$ cat config.mk
export PLATFORM = sky130hd
export DESIGN_NAME = mem_arbiter
export DESIGN_NICKNAME = d
export VERILOG_FILES = /design/src/rtl/mem_arbiter_pkg.sv /design/src/rtl/mem_arbiter.sv
export SDC_FILE = /design/constraint.sdc
export NUM_CORES = 1
export LEC_CHECK = 0
export ABC_AREA = 0
export CAP_MARGIN = 20
export CORE_MARGIN = 2
export CORE_UTILIZATION = 44
export DETAILED_ROUTE_END_ITERATION = 8
export MAX_ROUTING_LAYER = met4
export PLACE_DENSITY = 0.7
export SLEW_MARGIN = 5
export SYNTH_ARGS = -nofsm -noshare
export SYNTH_HDL_FRONTEND = slang
export SYNTH_SLANG_ARGS = --single-unit
export TNS_END_PERCENT = 30
$ cat constraint.sdc
create_clock -name clk_in -period 15.8 [get_ports clk_in]
set_clock_uncertainty 0.1 [all_clocks]
set_input_delay 3.16 -clock clk_in [delete_from_list [all_inputs] [get_ports clk_in]]
set_output_delay 3.16 -clock clk_in [all_outputs]
set_load 0.05 [all_outputs]
$ cat src/rtl/mem_arbiter_pkg.sv
// mem_arbiter_pkg: shared encodings, defaults and register layout for mem_arbiter
package mem_arbiter_pkg;
   localparam logic [31:0] IO_BASE_DEF = 32'h0003_0000;
   localparam logic [1:0] SIZE_B = 2'd0;
   localparam logic [1:0] SIZE_H = 2'd1;
   typedef enum logic [1:0] {IDLE, READ, WRITE, DONE} state_t;
   typedef struct packed {
      state_t      st;
      logic        ls;
      logic [31:0] base;
      logic [2:0]  n;
      logic [31:0] wd;
      logic [2:0]  k;
      logic [31:0] acc;
      logic [3:0]  cnt;
      logic [31:0] a;
      logic        wr;
      logic [7:0]  dout;
      logic        ifd;
      logic [31:0] inst;
      logic        lsd;
      logic [31:0] rdat;
   } regs_t;
   function automatic logic [2:0] size_bytes(input logic [1:0] s);
      return s == SIZE_B ? 3'd1 : s == SIZE_H ? 3'd2 : 3'd4;
   endfunction
endpackage

$ cat src/rtl/mem_arbiter.sv
// mem_arbiter: shares the byte-wide RAM port between instruction fetch and the load/store buffer.
// Define MEM_IO_STALL_EN to hold IO stores in IDLE while io_buffer_full is set.
module mem_arbiter
   import mem_arbiter_pkg::*;
#(
   parameter logic [31:0] IO_BASE = IO_BASE_DEF,
   parameter int STARVE_LIMIT = 4
) (
   input  logic        clk_in,
   input  logic        rst_in,
   input  logic        rdy_in,
   input  logic        clear_in,
   input  logic        if_req,
   input  logic [31:0] if_addr,
   output logic        if_done,
   output logic [31:0] if_inst,
   input  logic        ls_req,
   input  logic        ls_we,
   input  logic [1:0]  ls_size,
   input  logic [31:0] ls_addr,
   input  logic [31:0] ls_wdata,
   output logic        ls_done,
   output logic [31:0] ls_rdata,
   input  logic [7:0]  mem_din,
   output logic [7:0]  mem_dout,
   output logic [31:0] mem_a,
   output logic        mem_wr,
   input  logic        io_buffer_full
);
   regs_t r, nx;
   logic stall, if_ok, g_ls, g_if;
`ifdef MEM_IO_STALL_EN
   assign stall = ls_we && ls_addr >= IO_BASE && io_buffer_full;
`else
   logic unused_io;
   assign unused_io = io_buffer_full & (ls_addr >= IO_BASE);
   assign stall = 1'b0;
`endif
   assign if_ok = if_req && !clear_in;
   assign g_ls = r.st == IDLE && ls_req && !stall && !(if_ok && int'(r.cnt) >= STARVE_LIMIT);
   assign g_if = r.st == IDLE && if_ok && !g_ls;
   always_ff @(posedge clk_in or posedge rst_in)
      if (rst_in) r <= '0;
      else if (rdy_in) r <= nx;
   always_comb begin
      nx = r;
      nx.ifd = 1'b0;
      nx.lsd = 1'b0;
      nx.wr = 1'b0;
      case (r.st)
         IDLE: begin
            nx.a = g_ls ? ls_addr : g_if ? if_addr : '0;
            nx.dout = (g_ls && ls_we) ? ls_wdata[7:0] : 8'd0;
            nx.wr = g_ls && ls_we;
            if (g_ls || g_if) begin
               nx.ls = g_ls;
               nx.base = nx.a;
               nx.n = g_ls ? size_bytes(ls_size) : 3'd4;
               nx.wd = ls_wdata;
               nx.k = 3'd1;
               nx.acc = '0;
               nx.st = (g_ls && ls_we) ? WRITE : READ;
            end
         end
         READ: begin
            nx.k = r.k + 3'd1;
            nx.a = (r.k < r.n) ? r.base + {29'd0, r.k} : '0;
            // mem_din lags mem_a by one cycle, so byte k-2 arrives in cycle k
            if (r.k >= 3'd2) nx.acc = r.acc | ({24'd0, mem_din} << (8 * (r.k - 3'd2)));
            if (clear_in && !r.ls) begin
               nx.st = IDLE;
               nx.a = '0;
            end else if (r.k == r.n + 3'd1) begin
               nx.st = DONE;
               nx.ifd = !r.ls;
               nx.lsd = r.ls;
               nx.inst = r.ls ? r.inst : nx.acc;
               nx.rdat = r.ls ? nx.acc : r.rdat;
            end
         end
         WRITE: begin
            nx.k = r.k + 3'd1;
            nx.wr = r.k < r.n;
            nx.a = (r.k < r.n) ? r.base + {29'd0, r.k} : '0;
            nx.dout = (r.k < r.n) ? 8'(r.wd >> (8 * r.k)) : 8'd0;
            nx.st = (r.k < r.n) ? WRITE : DONE;
            nx.lsd = !(r.k < r.n);
         end
         default: nx.st = IDLE;
      endcase
      nx.cnt = (!if_req || g_if) ? 4'd0 : (g_ls && r.cnt != 4'd15) ? r.cnt + 4'd1 : r.cnt;
   end
   assign mem_a = r.a;
   assign mem_wr = r.wr & rdy_in;
   assign mem_dout = r.dout;
   assign if_done = r.ifd & ~clear_in;
   assign if_inst = r.inst;
   assign ls_done = r.lsd;
   assign ls_rdata = r.rdat;
endmodule
==> impl_metrics.yaml, run 1 <==
sta:
  maxSlewViolCount: 0
  grt_setup_unrepaired: "no"
  tightest_slew_ns: 1.03
  setup_viol: 0
  final-hold-violation-count: 0
  max_freq_mhz: 124
  timing.final.crit_period_ns: 8.07
  fin_setup_tns_ns: 0
  slew-limit-headroom_pct: 31.5
  fin_crit_sh_pct: 51.1
worst_setup_path:
  slowest_delay_ns: 0.80
  reg2reg_depth: 5
  arrival_ns: 4.81
  r2r_setup_slack_ns: 12.50
  cp_max_fo: 9
  crit_path_frequent_cell: "clkdlybuf4s50_1"
  start_kind: "primary input"
  rr_endpoint: "if_inst[6]"
  endpoint_kind: "output port"
  r2r-start: "r[144]"
  cpMaxStageDelayCell: "clkdlybuf4s50_1"
  crit_type: "in2out"
  cp_data_required_time_ns: 12.54
  crit_chain: "clkdlybuf4s50_1 -> and2_1 -> clkdlybuf4s50_1"
place:
  gp_congestion: 0.765
  port_buffers: 219
  dp_hpwl_um: 17700
routing:
  drtIter0Drc: 511
  viasPerCell: 5.29
  drc: 0
  detail_route.wl_per_cell_um: 17.4
  dr.pass1.iters: 5
  num_vias: 7867
  wl_um: 25900
  postRouteAntennaNets: 0
cells_and_area:
  seqCellArea_mm2: 0.00541
  utilization_pct: 54.7
  drive_gt1_share_pct: 11.9
  layout_common_cells: "clkdlybuf4s50_1, dfrtp_1, nand2_1"
  multiInputGateArea_mm2: 0.00428
  area_growth_pct: 22.1
  layout.nets: 1273
  layout_commonest_cell: "clkdlybuf4s50_1"
  fillers: 2166
clocking:
  clkTransAtPathRegs_ns: 0.06
  cts_resized: 0
  cts_tree: "yes"
  cts_hold_buffers: 0
  clock_latency_ns: 0.51
  clockBufferDepth: 3
  postCtsSetupBuffers: 0
  clock-root-buffer: "clkbuf_16"
  cts.sink_count: 216
  h-tree-depth: 1
  numCtsBuffers: 24
min_path:
  min-delay-start: "if_inst[7]"
  hold_end: "if_inst[7]"
  hold_class: "reg2reg"
  min_delay_path_depth: 2
synthesis:
  ys_seq_elements: 216
  synth_adder_area_share_pct: 1.80
  synth_edf_count: 0
  synth_compound_area_share_pct: 17.2
  synthArstFlopShare_pct: 100
  synth_cell_types: 64
  syn_area_mm2: 0.0109
  synth_simple_gate_area_share_pct: 12.2
  synthFlopType: "dfrtp_1"
  seq_area_frac_synth_pct: 49.8
  synth.area.mux_share_pct: 5.28
  synthCells: 1052
  synth_top_family_by_area: "compound AO/OA/AOI/OAI gates"
  synthXorXnorAreaFrac_pct: 2.88
  synth.avg_cell_area_um2: 10.3
  synth_fp_nets: 1181
  yosysWarnings: 0
global_route:
  grt_usage_pct: 20.7
  grt-ovfl-total: 0
  grt_pass1_wl_um: 42100
  grt_max_degree: 141
  antenna_found_initial: 1
  grt_pass1_vias: 7853
power_and_ir_drop:
  ir_drop_mv: 0.0927
  p_leak_nw: 5.37
  power_density_mw_per_mm2: 184
floorplanning:
  num_rows: 57
  coreArea_mm2: 0.0242
  num_io_pins: 221
  start_util_pct: 44.8
  die_area_mm2: 0.0260
  die-height_um: 161
  die_w_um: 161
outcome:
  outcome: "completed"
job:
  max-cap-violations: 0
==> cell type report <==
class	count	area share [%]
repair buffers	230	17.4
flip-flops and latches	216	40.8
multi-input cells	658	32.3
well taps	324	3.06
inverters	14	0.453
diodes	1	0.0189
clock inverters	10	0.774
clock buffers	33	5.25
==> cells by family (layout without fill, tap and decap cells) <==
| kind of cell | count (synthesis) | in the layout |
|---|---|---|
| other | 0 | 1 |
| and+or+nand+nor | 274 | 274 |
| buffers and inverters | 178 | 287 |
| DFF | 216 | 216 |
| adders and majority gates | 15 | 15 |
| muxes | 43 | 43 |
| xor gates and xnor gates | 34 | 34 |
| AOI/OAI and AO/OA | 292 | 292 |
==> metal layers <==
| layer | wire length [um] | track usage (%) | share of wire (%) | up-vias |
|---|---|---|---|---|
| met4 | 663 | 5.68 | 2.6 | 0 |
| met5 | 0 | - | 0 | - |
| li1 | - | - | - | 3791 |
| met2 | 12100 | 32.7 | 47 | 212 |
| met1 | 11600 | 27.5 | 45 | 3821 |
| met3 | 1490 | 3.80 | 5.7 | 43 |
==> report_power, final <==
group / switching, mW / leakage (nW) / internal [mW]
clock network: 0.222 / 0.397 / 0.339
logic: 0.624 / 2.11 / 0.390
registers: 0.136 / 2.87 / 0.725
==> per-stage QoR <==
stage | setup slack (ns) | instances | area [um2] | hold slack [ns] | power [mW]
floorplan | 6.63 | 1052 | 10900 | 0.348 | 1.67
global placement | 7.73 | 1438 | 12400 | 0.360 | 1.86
detailed placement | 7.73 | 1438 | 12400 | 0.368 | 1.88
CTS | 7.72 | 1481 | 13200 | 0.383 | 2.45
global route | 7.65 | 1486 | 13300 | 0.408 | 2.58
finish | 7.73 | 1486 | 13300 | 0.379 | 2.44
==> how the worst max path moves through the flow <==
stage               startpoint    endpoint  slack (ns)  cells past startpoint
floorplan               rst_in  if_inst[0]        6.63                      1
global placement        rdy_in      mem_wr        7.73                      3
detailed placement      rdy_in      mem_wr        7.73                      3
CTS                     rdy_in      mem_wr        7.72                      3
global route            rdy_in      mem_wr        7.65                      3
finish                  rdy_in      mem_wr        7.73                      3
==> critical path, delay by kind of cell <==
| kind | cells | cell delay [ns] |
|---|---|---|
| buf+inv | 2 | 1.47 |
| simple gates | 1 | 0.18 |
==> sequential cells by signal, summed over array words and instances, names as in the netlist <==
register	flops
ls_done	1
mem_a	32
ls_rdata	32
mem_dout	8
if_inst	32
r	111
==> Yosys cell counts (11+ instances only) <==
master / instances / share of area, %
a22oi_1: 40 / 2.8
ha_1: 14 / 1.6
o21ai_0: 75 / 3.5
buf_2: 23 / 1.1
dfrtp_1: 216 / 50
nand2_1: 135 / 4.7
buf_4: 107 / 7.4
xnor2_1: 15 / 1.2
clkbuf_1: 23 / 0.79
a21oi_1: 76 / 3.5
nor2_1: 54 / 1.9
a21oi_2: 28 / 2.3
mux2_2: 34 / 3.5
nand3_1: 14 / 0.65
o21ai_1: 15 / 0.69
nor2b_1: 11 / 0.63
nand4_1: 12 / 0.69
xor2_1: 18 / 1.5
inv_1: 14 / 0.48
o221ai_1: 14 / 1.1
(Power assumes the default switching activity.)
==> run 2: changes to the inputs <==
clock period = 8 ns   (was 15.8 ns; I/O delays follow)
==> run 2 against run 1 <==
  * First-iteration DRC count rose by 4.1%
  * Clock power is 99% higher
  * Global-route usage grew 0.090 points
  * Utilization increased by 0.052 points
  * Die area unchanged
  * Design area hardly changed
  * Cell count hardly changed
  * Worst setup slack worse by 4.7 ns
  * Total power is 98% higher
==> impl_metrics.yaml, run 2 (synthesis gave the netlist of run 1 again) <==
outcome:
  outcome: "completed"
cells_and_area:
  diodes: 0
  regMostFlops: "r"
  fillers: 2152
  layout.nets: 1272
  largest_register_ffs: 111
  layout_common_cells: "clkdlybuf4s50_1, dfrtp_1, nand2_1"
  multiInputGateArea_mm2: 0.00428
  utilization_pct: 54.7
  instances_no_fill: 1485
  seqCellArea_mm2: 0.00541
  layout_commonest_cell: "clkdlybuf4s50_1"
  final_cell_area_mm2: 0.0133
  area_growth_pct: 22.2
  drive_gt1_share_pct: 11.8
routing:
  viasPerCell: 5.33
  num_vias: 7917
  detail_route.wl_per_cell_um: 17.4
  postRouteAntennaNets: 0
  drc: 0
  wl_um: 25900
  dr.pass1.iters: 5
  drtIter0Drc: 532
worst_setup_path:
  cp_data_required_time_ns: 6.30
  endpoint_kind: "output port"
  arrival_ns: 3.27
  start_kind: "primary input"
  crit_type: "in2out"
  cp_max_fo: 9
sta:
  maxSlewViolCount: 0
  tightest_slew_ns: 1.09
  fin_crit_sh_pct: 62.2
  slew-limit-headroom_pct: 27.3
  final-hold-violation-count: 0
  timing.final.crit_period_ns: 4.97
  setup_slack_ns: 3.03
  max_freq_mhz: 201
  fin_setup_tns_ns: 0
  setup_viol: 0
  hold_ws_ns: 0.377
  grt_setup_unrepaired: "no"
clocking:
  clock_latency_ns: 0.52
  clkTransAtPathRegs_ns: 0.06
  clockBufferDepth: 3
  cts.sink_count: 216
  clock-root-buffer: "clkbuf_16"
  cts_hold_buffers: 0
  h-tree-depth: 1
  cts_resized: 0
  postCtsSetupBuffers: 0
  numCtsBuffers: 24
  cts_tree: "yes"
power_and_ir_drop:
  finalPower_mw: 4.82
  ir_drop_mv: 0.211
  p_leak_nw: 5.38
  power_density_mw_per_mm2: 363
global_route:
  grt-ovfl-total: 0
  grt_pass1_wl_um: 42300
  grt_max_degree: 138
  antenna_found_initial: 0
  grt_pass1_vias: 7811
  grt_usage_pct: 20.7
floorplanning:
  die_w_um: 161
  die_area_mm2: 0.0260
  coreArea_mm2: 0.0242
  die-height_um: 161
  num_rows: 57
  num_io_pins: 221
  start_util_pct: 44.8
place:
  dp.cells: 1438
  dp_hpwl_um: 17500
  dp_slack_ns: 3.06
  postPlaceCellArea_mm2: 0.0124
  port_buffers: 219
  gp_congestion: 0.761
min_path:
  hold_class: "reg2reg"
job:
  max-cap-violations: 0
[run 2: layout make-up]
| cell class | instances | area share (%) |
|---|---|---|
| flip-flops and latches | 216 | 40.7 |
| multi-input cells | 658 | 32.3 |
| repair buffers | 229 | 17.4 |
| clock buffers | 35 | 5.38 |
| well taps | 324 | 3.06 |
| clock inverters | 9 | 0.736 |
| inverters | 14 | 0.453 |
[run 2: where the power goes]
group	leakage [nW]	total, mW	internal [mW]	switching, mW
Clock	0.402	1.12	0.681	0.442
Sequential	2.87	1.70	1.43	0.270
Combinational	2.11	2.00	0.764	1.23
Total	5.38	4.82	2.88	1.94
[run 2: path summary, 6_finish.rpt]
check | slack, ns | cells past startpoint | endpoint | startpoint
worst max-delay path | 3.03 | 3 | mem_wr | rdy_in
worst min-delay path | 0.38 | 2 | if_inst[27] | if_inst[27]
worst max register to register | 4.63 | 5 | if_inst[0] | r[144]
worst min register to register | 0.38 | 2 | if_inst[27] | if_inst[27]
max in group asynchronous | 4.87 | 4 | r[158] | rst_in
min in group asynchronous | 1.61 | 2 | if_inst[30] | rst_in
[run 2: worst max-delay path, cell delays in order]
cell and delay [ns]:
clkdlybuf4s50_1 0.68, and2_1 0.19, clkdlybuf4s50_1 0.80
[run 2: routing by layer]
metal  GRT usage [%]  vias to the layer above  routed length, um
met1            27.7                     3893              11600
met5               -                        -                  0
li1                -                     3807                  -
met3            4.75                       28               1650
met2            33.0                      189              12200
met4            3.81                        0                463
==> run 3: changes to the inputs <==
clock period = 4.7 ns   (was 8 ns; I/O delays follow)
==> run 3 against run 2 <==
  * Routed wire length grew 0.75%
  * Critical path depth is the same
  * Design area grew 0.98%
  * Combinational power grew 71%
  * Total power grew 74%
  * Hold slack lost 0.0016 ns
  * Sequential share of layout area shrank 0.40 points
  * Utilization grew 0.54 points
  * Critical path type unchanged
==> impl_metrics.yaml, run 3 (synthesis gave the netlist of run 1 again) <==
min_path:
  hold_end: "if_inst[9]"
  hold_class: "reg2reg"
  min_delay_path_depth: 2
  min-delay-start: "if_inst[9]"
worst_setup_path:
  endpoint_kind: "output port"
  crit_path_frequent_cell: "clkdlybuf4s50_1"
  crit_chain: "clkdlybuf4s50_1 -> and2_1 -> clkdlybuf4s50_1"
  slowest_delay_ns: 0.82
  crit_type: "in2out"
  reg2reg_depth: 5
  cp_max_fo: 9
  start_kind: "primary input"
  r2r-start: "r[144]"
  cp_data_required_time_ns: 3.66
  cpMaxStageDelayCell: "clkdlybuf4s50_1"
  r2r_setup_slack_ns: 1.40
  rr_endpoint: "if_inst[23]"
  arrival_ns: 2.62
sta:
  fin_crit_sh_pct: 77.9
  timing.final.crit_period_ns: 3.66
  maxSlewViolCount: 0
  max_freq_mhz: 273
  grt_setup_unrepaired: "no"
  slew-limit-headroom_pct: 29.7
  final-hold-violation-count: 0
  setup_viol: 0
  setup_slack_ns: 1.04
  tightest_slew_ns: 1.05
  fin_setup_tns_ns: 0
floorplanning:
  die_area_mm2: 0.0260
  num_io_pins: 221
  coreArea_mm2: 0.0242
  num_rows: 57
  die-height_um: 161
  die_w_um: 161
  start_util_pct: 44.8
routing:
  viasPerCell: 5.31
  postRouteAntennaNets: 0
  drc: 0
  dr.pass1.iters: 5
  wl_um: 26100
  num_vias: 7922
  detail_route.wl_per_cell_um: 17.5
  drtIter0Drc: 448
cells_and_area:
  largest_register_ffs: 111
  layout.nets: 1278
  drive_gt1_share_pct: 12.4
  layout_commonest_cell: "clkdlybuf4s50_1"
  area_growth_pct: 23.4
  regMostFlops: "r"
  fillers: 2145
  instances_no_fill: 1491
  layout_common_cells: "clkdlybuf4s50_1, dfrtp_1, nand2_1"
power_and_ir_drop:
  p_leak_nw: 5.44
  ir_drop_mv: 0.432
  power_density_mw_per_mm2: 627
global_route:
  grt_pass1_wl_um: 42400
  grt_usage_pct: 20.8
  grt_max_degree: 112
  antenna_found_initial: 1
  grt_pass1_vias: 7905
  grt-ovfl-total: 0
clocking:
  clkTransAtPathRegs_ns: 0.06
  cts_resized: 0
  clock_latency_ns: 0.52
  cts.sink_count: 216
  cts_hold_buffers: 0
  postCtsSetupBuffers: 0
  clockBufferDepth: 3
  h-tree-depth: 1
  cts_tree: "yes"
  numCtsBuffers: 25
  clock-root-buffer: "clkbuf_16"
place:
  gp_congestion: 0.804
  dp.cells: 1444
  dp_hpwl_um: 17900
  port_buffers: 219
  dp_slack_ns: 0.908
job:
  max-cap-violations: 0
outcome:
  outcome: "completed"
[run 3: cell count changes in the layout (fill, tap and decap cells not counted), moves of 2 or more]
cell       before  now
buf_4           7   12
buf_12          0    2
clkbuf_1        5    2
clkbuf_8        5    9
bufinv_16       2    4
clkinv_2        6    4
[run 3: power breakdown]
part / total, mW / leakage [nW] / internal, mW / switching (mW)
clock: 2.09 / 0.447 / 1.33 / 0.759
sequential: 2.90 / 2.87 / 2.44 / 0.461
combinational: 3.42 / 2.13 / 1.32 / 2.10
total: 8.40 / 5.44 / 5.08 / 3.32
[run 3: per-stage QoR]
step | hold slack (ns) | power, mW | instance area, um2 | util, %
floorplan | 0.348 | 5.61 | 10900 | -
global placement | 0.361 | 6.26 | 12500 | 51.4
detailed placement | 0.367 | 6.34 | 12500 | 51.4
CTS | 0.380 | 8.46 | 13400 | 55.1
global route | 0.397 | 8.89 | 13400 | 55.3
finish | 0.376 | 8.40 | 13400 | 55.3
[run 3: metal layers]
metal / vias to the layer above / part of all wire, % / global-route usage, % / wire [um]
met1: 3870 / 46 / 28.1 / 11900
met4: 0 / 2.2 / 4.75 / 584
met2: 192 / 47 / 32.9 / 12200
li1: 3818 / - / - / -
met3: 42 / 5.2 / 3.85 / 1370
met5: - / 0 / - / 0
[run 3: final cells by class]
class                      instances  area, um2  share of cell area [%]
antenna                            1       2.50                  0.0187
clock buffer                      36        757                    5.65
clock inverter                     8        140                    1.05
inverter                          14       56.3                   0.420
multi-input combinational        658       4280                    32.0
sequential                       216       5410                    40.3
tap                              324        405                    3.03
timing repair buffer             234       2350                    17.5
[run 3: worst max path at each step]
| stage | start | slack (ns) | to |
|---|---|---|---|
| 2_1_floorplan | rst_in | 0.85 | if_inst[0] |
| 3_3_place_gp | clear_in | 0.98 | mem_a[2] |
| 3_5_place_dp | clear_in | 0.91 | mem_a[2] |
| 4_1_cts | rdy_in | 1.03 | mem_wr |
| 5_1_grt | rdy_in | 0.99 | mem_wr |
| 6_report | rdy_in | 1.04 | mem_wr |
[run 3: critical path: cells and delay by family]
kind	cells	cell delay, ns
buffers and inverters	2	1.50
and+or+nand+nor	1	0.18
